File: config.mk
export PLATFORM = sky130hd
export DESIGN_NAME = updown_counter
export DESIGN_NICKNAME = d
export VERILOG_FILES = /design/src/rtl/updown_counter.sv
export SDC_FILE = /design/constraint.sdc
export NUM_CORES = 1
export LEC_CHECK = 0
export ABC_AREA = 1
export BUFFER_PORTS_ARGS = -buffer_cell sky130_fd_sc_hd__buf_2
export CAP_MARGIN = 20
export CORE_AREA = 2 2 39 41
export DETAILED_ROUTE_END_ITERATION = 10
export DIE_AREA = 0 0 41 43
export GPL_ROUTABILITY_DRIVEN = 0
export HOLD_SLACK_MARGIN = 0.03
export PLACE_DENSITY = 0.62
export RECOVER_POWER = 50
export SYNTH_ARGS = -nofsm -noshare
export SYNTH_HDL_FRONTEND = slang
export SYNTH_SLANG_ARGS = --single-unit
File: constraint.sdc
create_clock -name clk -period 1.5 [get_ports clk]
set_input_delay 0.15 -clock clk [delete_from_list [all_inputs] [get_ports clk]]
set_output_delay 0.15 -clock clk [all_outputs]
set_load 0.05 [all_outputs]
File: src/rtl/updown_counter.sv
// updown_counter: prescaled up/down modulo counter with wrap/saturate modes and sticky overflow
module updown_counter #(
    parameter int WIDTH    = 4,
    parameter int MODULUS  = 16,
    parameter int PRESCALE = 1
) (
    input  logic             clk,
    input  logic             rst,
    input  logic             enable,
    input  logic             up,
    input  logic             load,
    input  logic [WIDTH-1:0] load_val,
    input  logic             sat_mode,
    input  logic             clr_ovf,
    output logic [WIDTH-1:0] count,
    output logic             wrap,
    output logic             ovf
);
    localparam int PW = PRESCALE > 1 ? $clog2(PRESCALE) : 1;
    localparam logic [WIDTH:0] MOD = (WIDTH+1)'(MODULUS);
    localparam logic [WIDTH-1:0] MAX = WIDTH'(MODULUS - 1);
    localparam logic [PW-1:0] PMAX = PW'(PRESCALE - 1);

    logic [PW-1:0]    psc;
    logic             step, bnd;
    logic [WIDTH-1:0] step_val, load_clamped;

    // next count for a step, and whether that step hits a range boundary
    always_comb begin
        step         = enable && psc == PMAX;
        bnd          = up ? count == MAX : count == '0;
        step_val     = bnd ? (sat_mode ? count : (up ? '0 : MAX)) : (up ? count + 1'b1 : count - 1'b1);
        load_clamped = {1'b0, load_val} >= MOD ? MAX : load_val;
    end

    // rst > load > step > hold; ovf is sticky and a boundary step beats clr_ovf
    always_ff @(posedge clk) begin
        if (rst) begin
            count <= '0;
            psc   <= '0;
            wrap  <= 1'b0;
            ovf   <= 1'b0;
        end else if (load) begin
            count <= load_clamped;
            psc   <= '0;
            wrap  <= 1'b0;
        end else begin
            if (enable) psc <= psc == PMAX ? '0 : psc + 1'b1;
            if (step) count <= step_val;
            wrap <= step && bnd && !sat_mode;
            ovf  <= (step && bnd) || (ovf && !clr_ovf);
        end
    end
endmodule

==> reports/metrics.cfg <==
[run_status]
status = completed

[synthesis]
async_flop_share_pct = 0
synth_cell_type_count = 20
syn-num-nets = 81
synth_area_leaders = dfxtp_1 (27%), nand2_1 (12%), nor2_1 (10%)
yosysTopAreaCell = dfxtp_1
avgSynthCellArea_sq_um = 6.686
yosysMostFrequentCell = nand2_1
syn_area_sq_um = 447.9
synth_top_area_share_pct = 26.82
synth_ff_type = dfxtp_1
synth_edf_count = 0
synth-seq-area-share_pct = 26.82
yosysWarnings = 0
netlist_instances = 67
ys_ff_latch = 6
ys_top_cells_by_count = nand2_1 (14), nor2_1 (12), inv_1 (8), dfxtp_1 (6)

[clocking]
post_cts_buffers = 0
hold_buffers = 0
cts_buffers = 3
clk_latency_ns = 0.24
ctsRootBufferMaster = clkbuf_4
h-tree-depth = 1
clkTransAtPathRegs_ns = 0.04
cts_tree = done
cts_sinks = 6
clock_path_buffers = 2
post_cts_resized = 0

[finish]
drive_gt1_share_pct = 31.40
syn_to_final_growth_pct = 26.26
utilization_pct = 40.87
fillers = 148
layout.nets = 102
final_cell_count_no_fill = 102
num_antenna_cells = 0

[critical_path]
crit_path_start_kind = register
cp.required_ns = 1.62
regToRegSetupSlack_ns = 0.16
crit_arrival_ns = 1.46
worstSetupEndpointType = register
cp_slowest_stage_delay_ns = 0.41
crit_type = reg2reg
cp_top_family = adder cells
worstPathMaxFanout = 6
critPathSlowestCell = fa_1
cp_cell_sequence = fa_1, xor2_1, nand2_1, nand2_1, nor2_1, nor3_2
critPathBufInv = 0
path_common_cell = nand2_1

[die]
initial_core_util_pct = 32.37
die_x_um = 41
core-area_sq_um = 1384
ios = 17
die_area_sq_um = 1763
die_h_um = 43
rows = 14

[timing]
finalHoldViolCount = 0
rsz0062_at_grt = no
drv_slew = 0
skew_ns = 0.002298
period_share_pct = 89.03
worstMarginPinSlew_ns = 0.5906
period_needed_ns = 1.335
setup_viol = 0
setup_tns_ns = 0
relSlewSlack_pct = 60.80
fmax_mhz = 748.8

[pwr]
seqPwrFrac_pct = 36.9
pwr-share-comb_pct = 35.3
intPower_mw = 0.3277
p_leak_nw = 0.3042
clock_power_share_pct = 27.8
powerDensity_nw_per_um2 = 933.9
switching_share_pct = 37.94
power.switching_mw = 0.2004
peakVddDrop_mv = 0.3810

[worst_hold_path]
worst_hold_path_type = in2reg

[global_routing]
antenna_found_initial = 0
overflow = 0
grt_pass1_vias = 424
grt_max_degree = 7
grt_pass1_wl_mm = 1.635
grtUsageTotal_pct = 13.78

[route]
drt_iter0_drc = 5
firstDrtPassIters = 6
wire_per_inst_um = 9.814
via_count = 463
drc = 0
ant_nets = 0
routed_wl_mm = 1.001
avgViaCountPerCell = 4.539

[placed_design]
hpwl_um = 844
dp.cells = 99
portBuffers = 16

[run]
drv_cap = 0

## layout by cell type, fill, tap and decap left out
cell,synthesis,routed
nand4_1,1,1
dfxtp_1,6,3
o211ai_1,1,1
nor2_4,1,1
nor3_2,1,1
nand2_2,4,3
xor2_1,1,1
inv_1,8,8
fa_1,1,1
or2_2,1,1
inv_2,1,1
ha_1,2,2
nand2_1,14,15
nor2_1,12,12
o21ai_0,2,2
a21oi_1,4,4
clkbuf_4,0,3
o21ai_2,1,1
inv_4,1,1
dfxtp_2,0,3
clkbuf_1,0,5
buf_2,0,11
nand3_1,4,4
nand2_4,1,1
## kinds of logic after synthesis
family,share of synthesized area [%]
adders and majority gates,10.06
DFF,26.82
buffers and inverters,8.939
and+or+nand+nor,41.90
AOI/OAI and AO/OA,10.34
xor gates and xnor gates,1.956
## per-stage QoR
stage          power (mW)  area (sq um)  hold slack [ns]  setup slack, ns
6_report           0.5281         565.5          0.07404           0.1646
2_1_floorplan      0.3372         451.7           0.2117          0.07209
4_1_cts            0.5440         574.3          0.06454           0.1609
5_1_grt            0.5684         565.5          0.08616          0.03034
3_5_place_dp       0.3881         551.8           0.3314           0.1314
3_3_place_gp       0.3831         551.8           0.3278           0.1770
## routing by layer
layer	track usage (%)	vias up	part of all wire [%]
li1	-	249	-
met1	16.18	202	47
met2	21.25	12	48
met3	3.665	0	4.9
met4	8.000	0	0
met5	0	-	0
## power groups by stage
stage,Combinational [mW],Clock [mW],Sequential (mW)
floorplan,0.0985,0,0.239
global placement,0.186,0,0.197
detailed placement,0.191,0,0.197
CTS,0.192,0.157,0.194
global route,0.207,0.164,0.197
finish,0.187,0.147,0.195
## worst paths after layout
check | startpoint | to | depth (start not counted)
min reg2reg | ovf | ovf | 2
max reg2reg | count[0] | count[2] | 6
min | sat_mode | wrap | 2
max | count[0] | count[2] | 6
## state kept, by name, summed over array words and instances, names as in the netlist
signal and cells:
wrap 1, ovf 1, count 4
## area by class of cell
cell class	instances	area, sq um	share of cell area (%)
clock buffer	3	22.52	3.982
timing repair buffer	16	73.82	13.05
inverter	10	40.04	7.080
multi-input combinational	51	285.3	50.44
tap	16	20.02	3.540
sequential	6	123.9	21.90
Note: power is estimated with default switching activity, not from simulation.
